### src/rtl/serial_adder_if.sv
`default_nettype none
// ============================================================================
//  Module      : serial_adder_if
//  Description : Operand/result bundle for serial_adder.
//                master = requester (drives start, A, B, C_in[, sub]),
//                slave  = serial_adder (drives S, C_out, ovf, busy, done).
//  Signals     : start  request, sampled only while the adder is idle
//                A, B   WIDTH-bit operands, C_in carry-in
//                sub    subtract select (only with SERIAL_ADDER_SUB_EN)
//                S      WIDTH-bit sum, C_out carry-out, ovf signed overflow
//                busy   operation in progress, done one-cycle completion pulse
//  Config      : SERIAL_ADDER_SUB_EN adds the sub signal.
//  Revision    : 1.0  initial release
// ============================================================================
interface serial_adder_if #(
    parameter int WIDTH = 8
);
    logic             start;
    logic [WIDTH-1:0] A;
    logic [WIDTH-1:0] B;
    logic             C_in;
`ifdef SERIAL_ADDER_SUB_EN
    logic             sub;
`endif
    logic [WIDTH-1:0] S;
    logic             C_out;
    logic             ovf;
    logic             busy;
    logic             done;

`ifdef SERIAL_ADDER_SUB_EN
    modport master (
        output start, A, B, C_in, sub,
        input  S, C_out, ovf, busy, done
    );
    modport slave (
        input  start, A, B, C_in, sub,
        output S, C_out, ovf, busy, done
    );
`else
    modport master (
        output start, A, B, C_in,
        input  S, C_out, ovf, busy, done
    );
    modport slave (
        input  start, A, B, C_in,
        output S, C_out, ovf, busy, done
    );
`endif
endinterface
`default_nettype wire

### src/rtl/serial_adder.sv
`default_nettype none
// ============================================================================
//  Module      : serial_adder
//  Description : Multi-cycle WIDTH-bit adder. Each RUN cycle pushes CHUNK bits
//                of both operands (LSB first) through a CHUNK-bit ripple
//                full-adder chain; the carry is held in a register between
//                cycles. One operation takes NCHUNK = WIDTH/CHUNK RUN cycles
//                followed by a single DONE cycle.
//  Parameters  : WIDTH  operand/sum width (>= 2)
//                CHUNK  bits added per cycle (>= 1, divides WIDTH)
//  Ports       : clk    rising-edge clock
//                rst    synchronous active-high reset
//                bus    serial_adder_if.slave (start/A/B/C_in[/sub] in,
//                       S/C_out/ovf/busy/done out)
//  Config      : SERIAL_ADDER_SUB_EN -- when defined, bus.sub=1 turns the
//                operation into A - B (B inverted, carry-in forced to 1).
//  Revision    : 1.0  initial release
// ============================================================================
module serial_adder #(
    parameter int WIDTH = 8,
    parameter int CHUNK = 1
) (
    input  logic          clk,
    input  logic          rst,
    serial_adder_if.slave bus
);

    localparam int c_nchunk = WIDTH / CHUNK;
    localparam int c_cnt_w  = (c_nchunk > 1) ? $clog2(c_nchunk) : 1;
    localparam logic [c_cnt_w-1:0] c_last = c_cnt_w'(c_nchunk - 1);

    localparam logic [1:0] c_idle = 2'd0;
    localparam logic [1:0] c_run  = 2'd1;
    localparam logic [1:0] c_done = 2'd2;

    logic [1:0]         r_state;
    logic [c_cnt_w-1:0] r_count;
    logic [WIDTH-1:0]   r_op_a;
    logic [WIDTH-1:0]   r_op_b;
    logic               r_carry;
    logic [WIDTH-1:0]   r_s;
    logic               r_c_out;
    logic               r_ovf;

    logic [WIDTH-1:0]   w_b_capt;
    logic               w_cin_capt;
    logic [CHUNK:0]     w_carry;
    logic [CHUNK-1:0]   w_sum_chunk;
    logic [WIDTH-1:0]   w_psum_next;

    // Operand conditioning at capture time: subtraction is A + ~B + 1.
`ifdef SERIAL_ADDER_SUB_EN
    assign w_b_capt   = bus.sub ? ~bus.B : bus.B;
    assign w_cin_capt = bus.sub | bus.C_in;
`else
    assign w_b_capt   = bus.B;
    assign w_cin_capt = bus.C_in;
`endif

    // CHUNK-bit ripple chain fed by the low bits of the shifting operands.
    assign w_carry[0] = r_carry;
    for (genvar i = 0; i < CHUNK; i++) begin : g_fa
        assign w_sum_chunk[i] = r_op_a[i] ^ r_op_b[i] ^ w_carry[i];
        assign w_carry[i+1]   = (r_op_a[i] & r_op_b[i]) |
                                (w_carry[i] & (r_op_a[i] ^ r_op_b[i]));
    end

    // Partial sum: each new chunk enters at the MSB end, so after the last
    // RUN cycle the first chunk has drifted down to bit 0. Only the upper
    // WIDTH-CHUNK bits ever need storing; the final chunk is taken straight
    // from the chain when S is loaded.
    if (CHUNK < WIDTH) begin : g_psum_shift
        logic [WIDTH-CHUNK-1:0] r_psum;

        assign w_psum_next = {w_sum_chunk, r_psum};

        always_ff @(posedge clk) begin
            if (rst) begin
                r_psum <= '0;
            end else if (r_state == c_run) begin
                r_psum <= w_psum_next[WIDTH-1:CHUNK];
            end
        end
    end else begin : g_psum_whole
        assign w_psum_next = w_sum_chunk;
    end

    always_ff @(posedge clk) begin
        if (rst) begin
            r_state <= c_idle;
            r_count <= '0;
            r_op_a  <= '0;
            r_op_b  <= '0;
            r_carry <= 1'b0;
            r_s     <= '0;
            r_c_out <= 1'b0;
            r_ovf   <= 1'b0;
        end else begin
            case (r_state)
                c_idle: begin
                    if (bus.start) begin
                        r_op_a  <= bus.A;
                        r_op_b  <= w_b_capt;
                        r_carry <= w_cin_capt;
                        r_count <= '0;
                        r_state <= c_run;
                    end
                end
                c_run: begin
                    r_op_a  <= r_op_a >> CHUNK;
                    r_op_b  <= r_op_b >> CHUNK;
                    r_carry <= w_carry[CHUNK];
                    r_count <= r_count + c_cnt_w'(1);
                    if (r_count == c_last) begin
                        // The chain is processing the top chunk here, so
                        // w_carry[CHUNK-1] is the carry into the MSB.
                        r_s     <= w_psum_next;
                        r_c_out <= w_carry[CHUNK];
                        r_ovf   <= w_carry[CHUNK-1] ^ w_carry[CHUNK];
                        r_state <= c_done;
                    end
                end
                c_done: begin
                    r_state <= c_idle;
                end
                default: begin
                    r_state <= c_idle;
                end
            endcase
        end
    end

    assign bus.S     = r_s;
    assign bus.C_out = r_c_out;
    assign bus.ovf   = r_ovf;
    assign bus.busy  = (r_state != c_idle);
    assign bus.done  = (r_state == c_done);

endmodule
`default_nettype wire

### src/flat_wrapper.sv
// flat-port wrapper written by rule: the top's interface ports become plain ports
module serial_adder_flat 
#(
    parameter int WIDTH = 8,
    parameter int CHUNK = 1
)
  (clk, rst, bus_start, bus_A, bus_B, bus_C_in, bus_S, bus_C_out, bus_ovf, bus_busy, bus_done);
  serial_adder_if #(.WIDTH(WIDTH)) bus_i ();
  input  logic clk;
  input  logic rst;
  input wire logic [$bits(bus_i.start)-1:0] bus_start;
  input wire logic [$bits(bus_i.A)-1:0] bus_A;
  input wire logic [$bits(bus_i.B)-1:0] bus_B;
  input wire logic [$bits(bus_i.C_in)-1:0] bus_C_in;
  output wire logic [$bits(bus_i.S)-1:0] bus_S;
  output wire logic [$bits(bus_i.C_out)-1:0] bus_C_out;
  output wire logic [$bits(bus_i.ovf)-1:0] bus_ovf;
  output wire logic [$bits(bus_i.busy)-1:0] bus_busy;
  output wire logic [$bits(bus_i.done)-1:0] bus_done;
  assign bus_i.start = bus_start;
  assign bus_i.A = bus_A;
  assign bus_i.B = bus_B;
  assign bus_i.C_in = bus_C_in;
  assign bus_S = bus_i.S;
  assign bus_C_out = bus_i.C_out;
  assign bus_ovf = bus_i.ovf;
  assign bus_busy = bus_i.busy;
  assign bus_done = bus_i.done;
  serial_adder #(.WIDTH(WIDTH), .CHUNK(CHUNK)) u_core (.clk(clk), .rst(rst), .bus(bus_i));
endmodule
### config.mk
export PLATFORM = sky130hd
export DESIGN_NAME = serial_adder_flat
export DESIGN_NICKNAME = d
export VERILOG_FILES = /design/src/rtl/serial_adder_if.sv /design/src/rtl/serial_adder.sv /design/src/flat_wrapper.sv
export SDC_FILE = /design/constraint.sdc
export NUM_CORES = 1
export LEC_CHECK = 0
export BUFFER_PORTS_ARGS = -buffer_cell sky130_fd_sc_hd__buf_2
export CORE_MARGIN = 2
export CORE_UTILIZATION = 48
export DETAILED_ROUTE_END_ITERATION = 8
export PLACE_DENSITY = 0.71
export SYNTH_ARGS = -nofsm -noshare
export SYNTH_HDL_FRONTEND = slang
export SYNTH_SLANG_ARGS = --single-unit
### constraint.sdc
create_clock -name clk -period 2.2 [get_ports clk]
set_clock_uncertainty 0.2 [all_clocks]
set_input_delay 0 -clock clk [delete_from_list [all_inputs] [get_ports clk]]
set_output_delay 0 -clock clk [all_outputs]
set_load 0.01 [all_outputs]
### After elaboration in Yosys (flattened, before gate mapping)

Index checks and enable logic that the tools add are counted.

* add/subtract/negate cells: 1
* multipliers: 0
* div/mod/pow operators: 0
* $lt $le $gt $ge: 0
* eq/ne operators: 5
* shift operators: 0
* multiplexer cells: 11
* bitwise operators: 6
* reduce and logical (&&, ||, !) cells: 6

Operator list (count)
* $pmux W8 S2: 2
* $mux W8: 2
* $pmux W3 S2: 1
* $reduce_and A2 Y1: 3
* $mux W2: 2
* $ne A2 B2 Y1 const B: 2
* $pmux W2 S2: 1
* $reduce_bool A2 Y1: 2
* $add A3 B1 Y3 const B: 1
* $eq A3 B3 Y1 const B: 1
* $mux W3: 1
* $xor A1 B1 Y1: 3
* $and A1 B1 Y1: 2
* $eq A2 B1 Y1 const B: 1
* $eq A2 B2 Y1 const B: 1
* $logic_not A2 Y1: 1
* $pmux W1 S2: 1
* $mux W1: 1
* $or A1 B1 Y1: 1

* bits in registers: 39
* latch bits: 0
* bits in writable memories: 0
* memory bits (read-only): 0
* output and inout port bits: 12
* word-level logic and storage cells: 38
* memories: 0

### Logic depth before layout (Yosys ltp)

Gate-level depths: netlist of run 1.

* word-level depth: 4
* gate-level depth with buffers: 6
* gate-level depth less buffers: 5

### Least setup slack after synthesis of run 1

No wires, ideal clock.

* path type: register -> register
* from: register u_core.r_count[0]
* to: register u_core.r_ovf (netlist: u_core.bus.ovf)
* library setup time: 86 ps
* arrival time: 1192 ps
* required time: 1914 ps
* setup slack: 723 ps
* stages on the path, launching flop included: 6
* buffers on the path: 1
* period minus slack after synthesis: 1477 ps
* cell sequence: dfxtp_1 > ha_1 > ha_1 > and3b_1 > buf_2 > a211oi_1

* cells in the longest elaborated chain, start to end: 2

RTL lines
* from (decl): RTL line serial_adder.sv:37 `logic [c_cnt_w-1:0] r_count;`
* from (signal assigned): RTL line serial_adder.sv:113 `r_count <= r_count + c_cnt_w'(1);`
* $eq A3 B3 Y1: RTL line serial_adder.sv:114 `if (r_count == c_last) begin`
* $reduce_and A2 Y1 (no line)
* to (signal assigned): RTL line serial_adder.sv:119 `r_ovf <= w_carry[CHUNK-1] ^ w_carry[CHUNK];`
* to (decl): RTL line serial_adder.sv:43 `logic r_ovf;`

Every way passes these cells.
A chain may end at the register's enable or synchronous reset.

### Worst setup path after layout of run 1

* from: register u_core.r_state[1]
* to: register u_core.r_carry

* cells in the longest elaborated chain, start to end: 3
* elaborated cells on any way between the ends: 6
* those cells by class: eq/ne (2); mux (1); reduce/logical (3)

RTL lines
* from (decl): RTL line serial_adder.sv:36 `logic [1:0] r_state;`
* from (signal assigned): RTL line serial_adder.sv:90 `r_state <= c_idle;`
* from (signal assigned): RTL line serial_adder.sv:106 `r_state <= c_run;`
* from (signal assigned): RTL line serial_adder.sv:120 `r_state <= c_done;`
* $eq A2 B1 Y1 or $logic_not A2 Y1 (tied branches): RTL line serial_adder.sv:99 `case (r_state)`
* $reduce_bool A2 Y1 (no line) or $ne A2 B2 Y1 (tied branches)
* $reduce_and A2 Y1 (no line)
* to (signal assigned): RTL line serial_adder.sv:104 `r_carry <= w_cin_capt;`
* to (signal assigned): RTL line serial_adder.sv:112 `r_carry <= w_carry[CHUNK];`
* to (decl): RTL line serial_adder.sv:40 `logic r_carry;`

Parallel ways exist; a longest one is shown, timed or not.

==> results of run 1 <==
## tightest hold or removal path, stage by stage, from the launching register on
cell	delay (ns)
dfxtp_1	0.32
nand2_1	0.05
a21oi_1	0.05
## Yosys cell counts, drive strengths merged (2+ instances only)
master and n:
a211oi 16, nor2 22, dfxtp 39, ha 2
clkbuf 3, nand2 33, a32oi 2, buf 11
mux2i 15, a22oi 2, inv 4, a21oi 17
nor2b 2
## power by group through the flow
stage | sequential [mW] | combinational [mW] | clock (mW)
detailed placement | 0.777 | 0.140 | 0
CTS | 0.761 | 0.171 | 0.352
global placement | 0.775 | 0.135 | 0
finish | 0.761 | 0.171 | 0.334
floorplan | 0.770 | 0.116 | 0
global route | 0.766 | 0.192 | 0.391
## final timing paths
path / depth (start not counted) / slack [ns] / end
max reg2reg: 4 / 0.20 / u_core.r_carry
max: 4 / 0.20 / u_core.r_carry
min: 2 / 0.26 / u_core.bus.S[2]
min reg2reg: 2 / 0.26 / u_core.bus.S[2]
## flip-flops by register name (all words and copies together), names as in the netlist
register / cells
u_core.bus.C_out: 1
u_core.r_carry: 1
u_core.r_state: 2
u_core.r_op_b: 8
u_core.r_op_a: 8
u_core.bus.S: 8
u_core.g_psum_shift.r_psum: 7
u_core.bus.ovf: 1
u_core.r_count: 3
## repair_timing
item	4_1_cts	5_1_grt
setup buffers	0	0
gates resized for setup	0	1
hold endpoints to repair	27	0
setup endpoints to repair	0	1
hold buffers	22	0
## layer usage
| metal | vias up | GRT usage [%] | share of wire, % | routed length, um |
|---|---|---|---|---|
| met1 | 602 | 21.0 | 46 | 1400 |
| met4 | 0 | 5.83 | 1.4 | 42 |
| met2 | 31 | 29.3 | 48 | 1490 |
| li1 | 705 | - | - | - |
| met5 | - | 0 | 0 | 0 |
| met3 | 6 | 6.16 | 4.6 | 140 |
## layout by cell type, fill, tap and decap left out, types with 2 or more instances in the layout
cell type	count
a211oi_1	16
a21oi_1	17
a22oi_1	2
a32oi_1	2
buf_2	31
buf_4	3
clkbuf_1	2
clkbuf_4	5
dfxtp_1	38
dlygate4sd3_1	22
ha_1	2
inv_1	4
mux2i_1	15
nand2_1	33
nor2_1	22
nor2b_1	2
## cell type report
cell class	count	area, um2
Clock buffer	7	45.0
Clock inverter	1	5.00
Fill cell	304	1250
Inverter	4	15.0
Multi-Input combinational cell	121	731
Sequential cell	39	782
Tap cell	46	57.6
Timing Repair Buffer	56	398
## cell families after synthesis
kind of cell | count (synthesis) | synth area share (%)
AO/OA/AOI/OAI | 41 | 17.0
XOR/XNOR | 1 | 0.539
adder cells (fa/ha/maj) | 3 | 2.77
buffers and inverters | 18 | 7.00
flip-flops | 39 | 48.0
multiplexers | 15 | 9.24
AND/OR/NAND/NOR | 61 | 15.4
## per-stage QoR
step | utilization [%] | std cells | hold WS, ns | total power [mW] | setup WS [ns]
floorplan | - | 178 | -0.0989 | 0.885 | 0.723
global placement | 53.6 | 244 | 0.0684 | 0.910 | 0.620
detailed placement | 53.6 | 244 | 0.0652 | 0.917 | 0.550
CTS | 61.9 | 274 | 0.261 | 1.28 | 0.126
global route | 61.9 | 274 | 0.279 | 1.35 | 0.0966
finish | 61.9 | 274 | 0.257 | 1.27 | 0.199
==> flow_summary.yaml, run 1 <==
floorplan:
  placementRows: 21
  ios: 32
  die_y_um: 62.2
  design.core.area_um2: 3280
  die_area_um2: 3870
  die_x_um: 62.2
  start_util_pct: 49.5
sta:
  max_freq_mhz: 500
  final_max_slew_viol_count: 0
  post-route-min-period_ns: 2.00
  rsz0062_at_grt: "no"
  tns_ns: 0
  tightestPinTransition_ns: 0.675
  slew_headroom_pct: 55.0
  setup_violations: 0
  min_period_over_period_pct: 90.9
  finalHoldViolCount: 0
synth:
  ys_ff_latch: 39
  synth_edf_count: 0
  synth_warnings: 0
  synth-main-ff-cell: "dfxtp_1"
  syn-mean-instance-area_um2: 9.13
  synth_cells: 178
  ys_types: 26
  syn_nets: 201
  ys_seq_area_share_pct: 48.0
  synthTopCellsByArea: "dfxtp_1, mux2i_1, nand2_1"
  async_flop_share_pct: 0
  synth_area_leader_cell: "dfxtp_1"
  synth_top_area_share_pct: 48.0
  syn_area_um2: 1630
worst_setup_path:
  criticalPathCategory: "flip-flop to flip-flop"
  end_kind: "flip-flop"
  cp_max_fo: 30
  cp_slowest_cell: "dlygate4sd3_1"
  slowest_delay_ns: 0.55
  cp_cell_sequence: "o21ba_4 > o221ai_1 > a31oi_1 > dlygate4sd3_1"
  start_kind: "flip-flop"
  startpoint: "u_core.r_state[1]"
  arrival_ns: 2.09
  cp_top_family: "compound AO/OA/AOI/OAI gates"
  critPathRequiredTime_ns: 2.29
  cp_num_buf_inv: 1
  r2r_start: "u_core.r_state[1]"
finish:
  n_antenna_cell: 0
  drive_above_1_share_pct: 18.9
  final_area_um2: 2030
  fin_nets: 250
  syn_to_final_growth_pct: 25.1
placed_design:
  place_area_um2: 1760
  detailed_place_hpwl_um: 2060
  place.gp.congestion: 0.785
  numPortBuffers: 31
drt:
  wire_per_inst_um: 11.2
  vias: 1344
  drt_iter0_markers: 27
  routed_wl_um: 3070
  drc: 0
  dr.pass1.iters: 4
  ant_nets: 0
  viasPerCell: 4.91
grt:
  grt_first_pass_wirelength_um: 5400
  grt_pass1_vias: 1251
  gr-total-overflow: 0
  grt_start_max_net_pins: 40
  antenna_found_initial: 0
  grt.total_usage_pct: 17.5
power_and_ir_drop:
  ir_worst_vdd_mv: 0.384
  leakagePower_nw: 0.845
  p_sw_uw: 311
  intPower_uw: 955
  power_frac_clock_pct: 26.4
  combPwrFrac_pct: 13.5
  p_seq_share_pct: 60.1
  switching_share_pct: 24.6
  power.density_nw_per_um2: 623
run:
  maxCapViolations: 0
cts:
  clock_sinks: 39
  cts.clk_slew.worst_paths_ns: 0.10
  ctsHtreeMaxLevel: 2
  clock_path_buffers: 2
  cts_tree: "done"
  clk_latency_ns: 0.33
  cts-root-buf: "clkbuf_4"
  cts_buffers: 5
run_status:
  outcome: "finished, final reports clean"
worst_hold_path:
  hp-class: "flip-flop to flip-flop"
  min_from: "u_core.bus.S[2]"
Note: power is estimated with default switching activity, not from simulation.
==> run 2, diff against run 1 <==
Settings changed: CAP_MARGIN set to 20, PLACE_DENSITY 0.71 to 0.81.
Clock period 2.2 ns to 2.3 ns, I/O delays scaled along.
==> run 2 against run 1 <==
  * Final area increased by 1.2%
  * Utilization increased by 0.72 points
  * First-iteration DRC count increased by 85%
  * Fmax decreased by 2.8%
  * Total power increased by 7.6%
  * Clock power increased by 40%
  * Wire length increased by 6.0%
  * Clock-buffer cell count decreased by 2
  * Setup slack improved by 0.042 ns
  * Critical path depth unchanged
  * Global-route usage increased by 0.40 points
  * Combinational power decreased by 5%
  * Largest power group unchanged
==> flow_summary.yaml, run 2 (synthesis gave the netlist of run 1 again) <==
sta:
  setup_violations: 0
  tightestPinTransition_ns: 0.698
  final_max_slew_viol_count: 0
  max_freq_mhz: 486
  post-route-min-period_ns: 2.06
  tns_ns: 0
  min_period_over_period_pct: 89.5
  slew_headroom_pct: 53.4
  rsz0062_at_grt: "no"
  finalHoldViolCount: 0
power_and_ir_drop:
  power.density_nw_per_um2: 662
  ir_worst_vdd_mv: 0.419
  leakagePower_nw: 0.856
  p_total_mw: 1.36
floorplan:
  placementRows: 21
  die_y_um: 62.2
  design.core.area_um2: 3280
  die_area_um2: 3870
  start_util_pct: 49.5
  die_x_um: 62.2
  ios: 32
worst_setup_path:
  reg2reg_to: "u_core.r_carry"
  cp_cell_sequence: "o21ba_4 > o221ai_1 > a31oi_1 > dlygate4sd3_1"
  slowest_delay_ns: 0.55
  r2r_start: "u_core.r_state[0]"
  criticalPathCategory: "flip-flop to flip-flop"
  cp_top_family: "compound AO/OA/AOI/OAI gates"
  arrival_ns: 2.17
  cp_max_fo: 30
  worstRegToRegCells: 4
  r2r_setup_slack_ns: 0.24
  critPathRequiredTime_ns: 2.41
  cp_slowest_cell: "dlygate4sd3_1"
  start_kind: "flip-flop"
  cp_num_buf_inv: 1
  end_kind: "flip-flop"
drt:
  dr.pass1.iters: 4
  drt_iter0_markers: 50
  ant_nets: 0
  wire_per_inst_um: 11.9
  vias: 1327
  drc: 0
  viasPerCell: 4.86
  routed_wl_um: 3260
placed_design:
  place.gp.congestion: 0.755
  detailed_place_hpwl_um: 1920
  numPortBuffers: 31
finish:
  layout_commonest_cell: "dfxtp_1"
  fin_nets: 249
  n_antenna_cell: 0
  utilization_pct: 62.6
  drive_above_1_share_pct: 19.4
  syn_to_final_growth_pct: 26.6
  final_cell_mix: "dfxtp_1, nand2_1, buf_2, nor2_1, dlygate4sd3_1"
run_status:
  outcome: "finished, final reports clean"
cts:
  clock_sinks: 39
  cts.clk_slew.worst_paths_ns: 0.13
  ctsHtreeMaxLevel: 2
  postCtsSetupBuffers: 0
  cts-root-buf: "clkbuf_4"
  cts_tree: "done"
  cts_buffers: 5
  clk_latency_ns: 0.36
  clock_path_buffers: 2
grt:
  grt_first_pass_wirelength_um: 5310
  grt_start_max_net_pins: 40
  antenna_found_initial: 0
  gr-total-overflow: 0
  grt_pass1_vias: 1191
  grt.total_usage_pct: 17.9
worst_hold_path:
  holdPathStages: 2
  min_from: "u_core.bus.S[5]"
  min_to: "u_core.bus.S[5]"
  hp-class: "flip-flop to flip-flop"
run:
  maxCapViolations: 0
[run 2: cell count changes in the layout (fill, tap and decap cells not counted)]
| cell | previous run | this run |
|---|---|---|
| bufinv_16 | 0 | 1 |
| clkinv_4 | 0 | 1 |
| buf_4 | 3 | 2 |
| clkbuf_1 | 2 | 0 |
[run 2: worst register-to-register path, cell delays in order (launching register included)]
cell and delay [ns]:
dfxtp_2 0.52, o21ba_4 0.41, o221ai_1 0.18, a31oi_1 0.14, dlygate4sd3_1 0.55
[run 2: metrics by stage]
| stage | area, um2 | hold slack [ns] | cells | setup slack (ns) |
|---|---|---|---|---|
| 2_1_floorplan | 1630 | -0.0989 | 178 | 0.823 |
| 3_3_place_gp | 1750 | 0.0693 | 243 | 0.627 |
| 3_5_place_dp | 1750 | 0.0633 | 243 | 0.567 |
| 4_1_cts | 2060 | 0.263 | 273 | 0.0401 |
| 5_1_grt | 2060 | 0.283 | 273 | 0.168 |
| 6_report | 2060 | 0.260 | 273 | 0.241 |
[run 2: cell type report]
class	count	area (um2)
Multi-Input combinational cell	121	731
Timing Repair Buffer	55	390
Tap cell	46	57.6
Inverter	4	15.0
Fill cell	289	1230
Clock inverter	3	43.8
Sequential cell	39	782
Clock buffer	5	37.5
[run 2: per-layer routing]
| metal | track usage (%) | routed length (um) | vias to the layer above |
|---|---|---|---|
| met5 | 0 | 0 | - |
| met4 | 10.0 | 72 | 0 |
| met3 | 6.34 | 157 | 6 |
| met2 | 29.6 | 1530 | 29 |
| met1 | 20.1 | 1500 | 586 |
| li1 | - | - | 706 |
[run 2: where the power goes]
part / switching, mW / internal [mW] / total (mW) / leakage (nW)
sequential: 0.0236 / 0.707 / 0.731 / 0.319
clock: 0.241 / 0.229 / 0.469 / 0.0452
combinational: 0.0758 / 0.0865 / 0.162 / 0.491
total: 0.340 / 1.02 / 1.36 / 0.856
[run 2: how the worst max path moves through the flow]
stage	startpoint	end	cells past startpoint
6_report	u_core.r_state[0]	u_core.r_carry	4
3_5_place_dp	u_core.r_state[0]	u_core.bus.ovf	3
2_1_floorplan	u_core.r_count[0]	u_core.bus.ovf	5
5_1_grt	u_core.r_state[0]	u_core.r_carry	4
3_3_place_gp	u_core.r_state[0]	u_core.bus.ovf	3
4_1_cts	u_core.r_state[0]	u_core.r_carry	4
[run 2: timing repair]
item                                   in CTS  in global routing
resized for setup                           0                  1
endpoints found under the hold margin      34                  0
setup endpoints to repair                   0                  1
hold buffers                               22                  0
